--- src/rtl/fetch_request_unit.sv ---
// PC owner and fetch/data request sequencer for the single-cycle MIPS core.
// Holds LW/SW requests until the data cache acknowledges them.
package cpu_types_pkg;
  typedef enum logic [2:0] {
    NEXT         = 3'd0,
    BRANCH       = 3'd1,
    JUMP         = 3'd2,
    JUMPREGISTER = 3'd3,
    PC_HALT      = 3'd4
  } pc_select_t;
endpackage

module fetch_request_unit
  import cpu_types_pkg::*;
#(
  parameter logic [31:0] PC_INIT = 32'h0000_0000
) (
  input  logic        CLK,
  input  logic        nRST,
  input  logic        ihit,
  input  logic        dhit,
  input  logic [2:0]  pc_select,
  input  logic [31:0] jump_data,
  input  logic [31:0] immediate,
  input  logic        cu_dREN,
  input  logic        cu_dWEN,
  output logic [31:0] imemaddr,
  output logic        imemREN,
  output logic        dmemREN,
  output logic        dmemWEN,
  output logic [31:0] pc_plus4,
  output logic        retire,
  output logic        halt
);

  typedef enum logic [1:0] {
    FETCH  = 2'd0,
    MEM    = 2'd1,
    HALTED = 2'd2
  } state_t;

  state_t      state;
  logic [31:0] next_pc;
  logic        mem_op;
  logic        fetch_ok;
  logic        mem_done;

  assign pc_plus4 = imemaddr + 32'd4;
  assign mem_op   = cu_dREN | cu_dWEN;
  assign fetch_ok = (state == FETCH) & ihit;
  assign mem_done = (state == MEM) & dhit;
  assign imemREN  = (state == FETCH);
  assign retire   = (fetch_ok & ~mem_op) | mem_done;

  // Undefined selector encodings fall back to sequential fetch.
  always_comb begin
    next_pc = pc_plus4;
    case (pc_select)
      BRANCH:
        next_pc = pc_plus4 + (immediate << 2);
      JUMP:
        next_pc = {pc_plus4[31:28], jump_data[25:0], 2'b00};
      JUMPREGISTER:
        next_pc = {jump_data[31:2], 2'b00};
      PC_HALT:
        next_pc = imemaddr;
      default:
        next_pc = pc_plus4;
    endcase
  end

  always_ff @(posedge CLK) begin
    if (!nRST) begin
      state    <= FETCH;
      imemaddr <= PC_INIT;
      dmemREN  <= 1'b0;
      dmemWEN  <= 1'b0;
      halt     <= 1'b0;
    end else begin
      unique case (state)
        FETCH: begin
          if (ihit) begin
            if (mem_op) begin
              state   <= MEM;
              dmemREN <= cu_dREN;
              dmemWEN <= cu_dWEN;
            end else if (pc_select == PC_HALT) begin
              state <= HALTED;
              halt  <= 1'b1;
            end else begin
              imemaddr <= next_pc;
            end
          end
        end
        MEM: begin
          if (dhit) begin
            state    <= FETCH;
            imemaddr <= pc_plus4;
            dmemREN  <= 1'b0;
            dmemWEN  <= 1'b0;
          end
        end
        HALTED: begin
          halt    <= 1'b1;
          dmemREN <= 1'b0;
          dmemWEN <= 1'b0;
        end
        default: begin
          state <= FETCH;
        end
      endcase
    end
  end

endmodule
--- config.mk ---
export PLATFORM = sky130hd
export DESIGN_NAME = fetch_request_unit
export DESIGN_NICKNAME = d
export VERILOG_FILES = /design/src/rtl/fetch_request_unit.sv
export SDC_FILE = /design/constraint.sdc
export NUM_CORES = 1
export LEC_CHECK = 0
export BUFFER_PORTS_ARGS = -buffer_cell sky130_fd_sc_hd__buf_2
export CELL_PAD_IN_SITES_DETAIL_PLACEMENT = 1
export CELL_PAD_IN_SITES_GLOBAL_PLACEMENT = 2
export CORE_ASPECT_RATIO = 0.9
export CORE_MARGIN = 2
export CORE_UTILIZATION = 31
export CTS_CLUSTER_SIZE = 30
export DETAILED_ROUTE_END_ITERATION = 16
export HOLD_SLACK_MARGIN = 0.1
export PLACE_DENSITY = 0.93
export SYNTH_ARGS = -nofsm -noshare
export SYNTH_HDL_FRONTEND = slang
export SYNTH_SLANG_ARGS = --single-unit
--- constraint.sdc ---
create_clock -name CLK -period 9.2 [get_ports CLK]
set_clock_uncertainty 0.05 [all_clocks]
set_input_delay 0.46 -clock CLK [delete_from_list [all_inputs] [get_ports CLK]]
set_output_delay 0.46 -clock CLK [all_outputs]
set_load 0.005 [all_outputs]
Word level (Yosys, flattened, before mapping)
Index checks and enable logic that the tools add are counted.
{"block": "classes", "addsub": 2, "n_eq_ne": 13, "n_mux": 22, "bitwise_logic": 7, "reduce_logical": 8}
{"operator": "$mux 32", "n": 4}
{"operator": "$pmux 32 s3", "n": 1}
{"operator": "$pmux 32 s2", "n": 1}
{"operator": "$add 32x3->32 const B", "n": 1}
{"operator": "$add 32x32->32", "n": 1}
{"operator": "$reduce_and 4->1", "n": 3}
{"operator": "$mux 1", "n": 8}
{"operator": "$mux 2", "n": 4}
{"operator": "$ne 2x2->1 const B", "n": 4}
{"operator": "$eq 3x2->1 const B", "n": 2}
{"operator": "$pmux 1 s3", "n": 2}
{"operator": "$pmux 2 s3", "n": 1}
{"operator": "$reduce_and 5->1", "n": 1}
{"operator": "$ne 2x1->1 const B", "n": 2}
{"operator": "$reduce_bool 2->1", "n": 2}
{"operator": "$and 1x1->1", "n": 3}
{"operator": "$eq 3x1->1 const B", "n": 1}
{"operator": "$eq 3x3->1 const B", "n": 1}
{"operator": "$ne 3x1->1 const B", "n": 1}
{"operator": "$reduce_bool 3->1", "n": 1}
{"operator": "$eq 2x1->1 const B", "n": 1}
{"operator": "$eq 2x2->1 const B", "n": 1}
{"operator": "$logic_not 2->1", "n": 1}
{"operator": "$not 1->1", "n": 2}
{"operator": "2 further kinds", "n": 3}
{"block": "totals", "ff_bits": 37, "input_bits": 73, "out_inout_bits": 69, "elab_cells": 57}

Depth between registers and ports, before layout
Gate-level depths: netlist (run 1).
{"block": "logic_depth", "ltp_word": 7, "depth_mapped": 16, "ltp_nobuf": 16}

Worst setup path before layout (run 1)
Ideal clock, no wire load.
{"block": "synth_timing", "path_type": "register -> register", "from": "register imemaddr[2]", "to": "register imemaddr[30]", "setup_ps": 69, "arrival_ps": 3301, "t_required_ps": 9081, "path_slack_ps": 5780, "stages_incl_launch_ff": 16, "path_buffers": 1, "synth_period_minus_slack_ps": 3420, "path_cell_list": "dfxtp_1 ha_1 inv_1 nor3_2 and2_1 nand3_1 xnor2_1 ha_1 buf_2 a21o_1 a21o_1 a211oi_1 a21oi_1 o21ai_0 mux2_2 o21ai_1"}
{"block": "synth_between", "elab_chain_cells": 7, "word_cells_on_any_way": 8, "cone_classes": "add/sub: 2; mux: 6"}
{"element": "from (decl)", "line_no": "27", "rtl": "output logic [31:0] imemaddr,"}
{"element": "from (signal assigned)", "line_no": "91", "rtl": "imemaddr <= next_pc;"}
{"element": "from (signal assigned)", "line_no": "98", "rtl": "imemaddr <= pc_plus4;"}
{"element": "$add 32x3->32", "line_no": "48", "rtl": "assign pc_plus4 = imemaddr + 32'd4;"}
{"element": "via pc_plus4[16]", "line_no": "31", "rtl": "output logic [31:0] pc_plus4,"}
{"element": "$add 32x32->32", "line_no": "60", "rtl": "next_pc = pc_plus4 + (immediate << 2);"}
{"element": "$pmux 32 s3", "line_no": "58", "rtl": "case (pc_select)"}
{"element": "$mux 32", "line_no": "87", "rtl": "end else if (pc_select == PC_HALT) begin"}
{"element": "$mux 32", "line_no": "83", "rtl": "if (mem_op) begin"}
{"element": "$mux 32", "line_no": "82", "rtl": "if (ihit) begin"}
{"element": "$pmux 32 s2", "line_no": "80", "rtl": "unique case (state)"}
The timed path passes the listed nets, and every way through them passes these cells. The select of a mux whose other input is x is not followed.
A chain may end at the register's enable or synchronous reset.

Final worst setup path (run 1)
{"block": "layout_timing", "from": "register imemaddr[2]", "to": "register imemaddr[31]"}
{"block": "layout_between", "elab_chain_cells": 7, "word_cells_on_any_way": 8, "cone_classes": "add/sub: 2; mux: 6"}
{"element": "$add 32x3->32 *", "line_no": "48"}
{"element": "$add 32x32->32", "line_no": "60"}
{"element": "$pmux 32 s3", "line_no": "58"}
{"element": "$mux 32", "line_no": "87"}
{"element": "$mux 32", "line_no": "83"}
{"element": "$mux 32", "line_no": "82"}
{"element": "$pmux 32 s2 *", "line_no": "80"}
Every way passes the cells marked *; elsewhere a longest branch is shown, timed or not. The select of a mux whose other input is x is not followed.

==> results of run 1 <==
==> metal layers <==
metal  share of wire, %  wire length [um]  global-route usage [%]
met3                5.9              1052                   3.990
met1                 47              8392                   30.80
met4                1.4               248                   5.571
met5                  0                 0                       0
met2                 46              8252                   37.66
==> registers in the layout (all words and copies together), names as in the netlist <==
register / count
imemaddr: 30
state: 2
dmemREN: 1
dmemWEN: 1
halt: 1
==> report_power, final <==
part / switching [mW] / internal [mW] / total [mW]
clock network: 0.0760 / 0.116 / 0.192
registers: 0.0285 / 0.169 / 0.198
logic: 0.216 / 0.147 / 0.363
==> metrics by stage <==
stage                     hold slack [ps]  total power, mW
after floorplan                     414.2           0.4321
after global placement              398.7           0.5459
after detailed placement            402.3           0.5598
after CTS                           417.6           0.7534
after global routing                449.5           0.8020
final                               413.8           0.7528
==> cell usage in the layout, fill, tap and decap left out, types with 6 or more instances in the layout <==
cell      Yosys  final
ha_1         38     38
nor2_1       42     41
o211ai_1     12     12
nand2_1      67     67
a221oi_1     19     19
xor2_1       15     15
buf_4         5      6
nand3b_1      8      8
a21o_1       18     18
inv_1        15     15
a211oi_1      9      9
a21boi_0      9      9
o21ai_0      46     46
nand2b_1      7      7
a21oi_1      54     54
nand4_1      10     10
nand3_1      27     27
o31ai_1       7      7
and3_1        7      7
o21a_1        6      6
buf_2         5    135
xnor2_1      31     31
dfxtp_1      35     35
nor2b_1       9      9
nor3_1       13     11
==> final cells by class <==
class	instances	area, sq um	area share [%]
inverter	16	60.06	1.092
timing repair buffer	141	720.7	13.11
tap	193	241.5	4.391
sequential	35	700.7	12.74
multi-input combinational	534	3620	65.82
clock buffer	8	156.4	2.844
==> critical path, cell delays in order, from the launching register on <==
cell,delay (ps)
dfxtp_1,480
ha_1,290
inv_1,90
nor3_2,350
nand2_1,120
nor2_1,460
nand3_1,220
xnor2_1,180
ha_1,430
nand2_1,110
o21ai_0,260
nor3_1,80
nand3_1,140
nand2_1,140
o21ai_2,310
a41oi_2,150
o31a_1,310
==> final timing paths <==
path / from / endpoint / slack, ps / cells past startpoint
worst min-delay path: halt / halt / 410 / 1
worst max-delay path: imemaddr[2] / imemaddr[31] / 4920 / 16
worst max register to register: imemaddr[2] / imemaddr[31] / 4920 / 16
worst min register to register: halt / halt / 410 / 1
==> kinds of logic after synthesis <==
kind of cell	after synthesis	synth area share, %
fa+ha+maj	39	10.96
other cells	1	0.08295
simple gates	216	24.44
compound gates	224	33.63
buf+inv	51	4.954
xor+xnor	47	9.521
flops	35	15.50
mux	4	0.9134
==> impl_metrics.toml, run 1 <==
[detailed_routing]
drcViolationCount = 0
wirelength_um = 17950
drt_pass1_iterations = 5
vias = 5368
viasPerCell = 5.791
final_antenna_net_count = 0
dr.first_iter.drc_count = 425
routedWlPerCell_um = 19.36

[timing]
max-slew-margin-rel_pct = 23.39
rsz0062_at_grt = "false"
tightest_slew_ps = 1145
min_period_ps = 4284
period_share_pct = 46.57
setup_viol = 0
finalMaxSlewViolations = 0
tns_ps = 0
max_freq_mhz = 233.4
setup_ws_ps = 4916
hold_viol_final = 0

[cts]
cts_tree = "yes"
post_cts_buffers = 0
post_cts_resized = 0
cts_hold_buffers = 0
cts-root-buf = "clkbuf_16"
htreeDepth = 2
numCtsBuffers = 5
clock-sinks = 35
clk_latency_ps = 290
cts.clk_slew.worst_paths_ps = 60
cts_buffer_depth = 2

[synthesis]
post_synth_num_cell_types = 71
yosys_warnings = 0
async_flop_share_pct = 0
yosys.cell_count.top_type = "nand2_1"
synth_top_area_share_pct = 15.50
syn_avg_cell_area_sq_um = 7.327
ys_ff_latch = 35
synthCells = 617
synthesis.area_sq_mm = 0.004521
synth.area.top_cells = "dfxtp_1 15%, ha_1 11%, xnor2_1 6.0%"
synth_flop_cell = "dfxtp_1"
yosys.area.top_type = "dfxtp_1"
synth_commonest_cells = "67 x nand2_1, 54 x a21oi_1, 46 x o21ai_0"
synth_edf_count = 0
ys_seq_area_share_pct = 15.50

[placement]
dp_cells = 919
pre_cts_ws_ps = 4967
gp_congestion = 0.8915
hpwl_um = 14100
port_buffers = 135
dpl_cell_area_sq_mm = 0.005343

[global_routing]
grt.total_usage_pct = 22.78
antenna_found_initial = 0
overflow = 0
grt_max_degree = 38
grt_pass1_vias = 5475
grt_pass1_wl_um = 28860

[worst_setup_path]
worstSetupEndpointType = "flop"
start_kind = "flop"
critPathArrivalTime_ps = 4410
worstPathRequired_ps = 9330
cp_max_fo = 8
critical_path_class = "flop to flop"

[finish]
utilization_pct = 38.84
n_fill_cell = 1843
fin_area_sq_mm = 0.005499
syn2layout_area_growth_pct = 21.64
layout-drive-gt1-share_pct = 23.30
final_nets = 845
antenna_cells = 0
finalNonFillerCells = 927

[floorplanning]
num_rows = 41
core_sq_mm = 0.01416
start_util_pct = 31.93
dieArea_sq_mm = 0.01557
num_io_pins = 142
dieHeight_um = 118.6
die_w_um = 131.3

[outcome]
status = "finished clean"

[power_and_ir_drop]
peakVddDrop_v = 0.00008253
leakage_nw = 2.543
powerDensity_mw_per_mm2 = 136.9

[flow_run]
cap_violations = 0

[hold_path]
hold_class = "flop to flop"
Power figures use the tool's default switching activity.
==> run 2, diff against run 1 <==
Settings changed: ABC_AREA set to 1, CORE_UTILIZATION 31 to 27, PLACE_DENSITY 0.93 to 0.88.
Clock period 9.2 ns to 4.2 ns, I/O delays scaled along.
==> run 2 against run 1 <==
  * Sequential share of layout area is 1.5 points lower
  * Worst hold slack got worse by 250 ps
  * Sequential power increased to 2.9 times the previous value
  * Routed wire length increased by 25%
  * Clock power grew 100%
  * Maximum frequency increased by 14%
  * Via count rose by 22%
  * Non-clock buffer count fell by 1
  * Final cell count increased by 39%
  * Critical path depth increased by 5
  * Core utilization decreased by 5.9 points
  * Die area rose by 31%
==> impl_metrics.toml, run 2 <==
[outcome]
status = "finished clean"

[finish]
n_fill_cell = 2678
final_common_cell = "nand2_1"
final_nets = 1154
mostFrequentLayoutCells = "292 x nand2_1, 135 x buf_2, 128 x inv_1"
multiInputGateArea_sq_mm = 0.003879
largest_registers = "imemaddr (30), state (2)"
layout-drive-gt1-share_pct = 17.56
fin_area_sq_mm = 0.006252
top_register = "imemaddr"
largest_register_ffs = 30
syn2layout_area_growth_pct = 20.67
seqCellArea_sq_um = 700.7
antenna_cells = 0

[global_routing]
antenna_found_initial = 0
overflow = 0
grt_max_degree = 43
grt.total_usage_pct = 21.90
grt_pass1_wl_um = 34810
grt_pass1_vias = 6451
grt.met1_usage_pct = 31.69
grt_use_met3_pct = 2.694
grt_util_met2_pct = 35.57
busiest_layer = "met2"

[synthesis]
synth.area.top_cells = "nand2_1 21%, dfxtp_1 14%, inv_1 9.3%"
ys_ff_latch = 35
synthCells = 917
ys_seq_area_share_pct = 13.52
synth_edf_count = 0
synth_commonest_cells = "292 x nand2_1, 128 x inv_1, 75 x a21oi_1"
yosys.area.top_type = "nand2_1"
synth_top_area_share_pct = 21.15
synthesis.area_sq_mm = 0.005181
syn_avg_cell_area_sq_um = 5.650
synth_flop_cell = "dfxtp_1"
async_flop_share_pct = 0
yosys.cell_count.top_type = "nand2_1"
yosys_warnings = 0
post_synth_num_cell_types = 48

[timing]
rsz0062_at_grt = "false"
max_freq_mhz = 267.2
period_share_pct = 89.12
setup_viol = 0
finalMaxSlewViolations = 0
tns_ps = 0
tightest_slew_ps = 1141
min_period_ps = 3743
max-slew-margin-rel_pct = 23.66
hold_viol_final = 0

[power_and_ir_drop]
p_switching_mw = 1.496
leakage_nw = 3.394
peakVddDrop_v = 0.0001956
powerDensity_mw_per_mm2 = 445.0
p_comb_share_pct = 65.3
clkPwrFrac_pct = 13.9
swShare_pct = 53.76
intPower_mw = 1.287
p_seq_share_pct = 20.8

[cts]
clock-sinks = 35
numCtsBuffers = 5
cts.clk_slew.worst_paths_ps = 60
post_cts_resized = 0
post_cts_buffers = 0
cts_tree = "yes"
cts_hold_buffers = 0
clk_latency_ps = 290
cts_buffer_depth = 2
htreeDepth = 2
cts-root-buf = "clkbuf_16"

[placement]
gp_congestion = 0.9173
dpl_cell_area_sq_mm = 0.006102
port_buffers = 135
hpwl_um = 18830

[worst_setup_path]
crit_top_cell = "nand2_1"
cp_max_fo = 6
start_kind = "flop"
worstSetupEndpointType = "flop"
reg2reg_from = "imemaddr[2]"
rrSetupSlack_ps = 460
crit_slowest_cell = "dfxtp_1"
critPathArrivalTime_ps = 3810
r2r-end = "imemaddr[26]"
ff2ff_path_depth = 21
cp_slowest_stage_delay_ps = 500
path_cells = "ha_1 > nand2_1 > nor2_4 > nand4_4 > nor2_8 > nand2_2 > o21ai_0 > nand2_1 > ha_1 > nand2_1 > inv_1 > nand2_1 > inv_1 > and2_1 > nand3_1 > nand3_1 > nand2_1 > nand3_1 > nand2_1 > nand2_1 > a21oi_1"
worstPathRequired_ps = 4270
critical_path_class = "flop to flop"

[hold_path]
min_from = "cu_dWEN"
min_to = "dmemWEN"
hold_class = "primary input to flop"
holdPathStages = 3

[floorplanning]
dieHeight_um = 135.4
dieArea_sq_mm = 0.02032
start_util_pct = 27.30
die_w_um = 150.0
num_rows = 48
core_sq_mm = 0.01898
num_io_pins = 142

[detailed_routing]
vias = 6575
wirelength_um = 22380
final_antenna_net_count = 0
routedWlPerCell_um = 17.32
drcViolationCount = 0
dr.first_iter.drc_count = 338
drt_pass1_iterations = 5
viasPerCell = 5.089

[flow_run]
cap_violations = 0
==> run 2: cell type report <==
| cell class | count | share of cell area (%) |
|---|---|---|
| Tap cell | 250 | 5.003 |
| Clock inverter | 1 | 0.08005 |
| Clock buffer | 6 | 2.221 |
| Sequential cell | 35 | 11.21 |
| Timing Repair Buffer | 140 | 11.41 |
| Inverter | 134 | 8.045 |
| Multi-Input combinational cell | 726 | 62.04 |
==> run 2: metrics by stage <==
stage | hold slack [ps] | power [mW] | util (%) | setup WS (ps) | instances
floorplan | 298.3 | 1.733 | - | 1245 | 920
global placement | 389.3 | 2.356 | 32.15 | 564.7 | 1285
detailed placement | 391.3 | 2.396 | 32.15 | 475.6 | 1285
CTS | 157.4 | 2.794 | 32.91 | 422.2 | 1292
global route | 185.2 | 3.066 | 32.94 | 63.86 | 1292
finish | 161.8 | 2.782 | 32.94 | 456.8 | 1292
==> run 2: logic make-up (layout without fill, tap and decap cells) <==
kind of cell / count (synthesis) / after routing / share of synthesized area [%]
flops: 35 / 35 / 13.52
buf+inv: 159 / 281 / 12.17
other cells: 1 / 4 / 0.07238
compound gates: 163 / 163 / 18.45
xor+xnor: 19 / 19 / 3.501
fa+ha+maj: 39 / 39 / 9.563
simple gates: 501 / 501 / 42.72
==> run 2: critical path, delay by kind of cell, from the launching register on <==
family / cells / cell delay (ps)
compound gates: 2 / 210
simple gates: 15 / 1950
flops: 1 / 500
buf+inv: 2 / 170
fa+ha+maj: 2 / 670
==> run 2: power groups by stage <==
| stage | sequential (mW) | combinational [mW] | clock (mW) |
|---|---|---|---|
| finish | 0.579 | 1.82 | 0.386 |
| global route | 0.597 | 2.06 | 0.406 |
| CTS | 0.578 | 1.82 | 0.393 |
| detailed placement | 0.584 | 1.81 | 0 |
| global placement | 0.579 | 1.78 | 0 |
| floorplan | 0.548 | 1.19 | 0 |
==> run 2: worst max path at each step <==
stage                start      endpoint  cells after the start
2_1_floorplan  imemaddr[2]  imemaddr[29]                     19
3_3_place_gp   imemaddr[2]  imemaddr[29]                     19
3_5_place_dp   imemaddr[2]  imemaddr[29]                     19
4_1_cts        imemaddr[2]  imemaddr[29]                     19
5_1_grt        imemaddr[2]  imemaddr[29]                     19
6_report       imemaddr[2]  imemaddr[26]                     21
==> run 2: per-layer routing <==
layer / vias to the layer above / routed length [um]
met1: 3112 / 10970
met4: 0 / 221
met3: 12 / 1321
li1: 3237 / -
met2: 214 / 9861
met5: - / 0
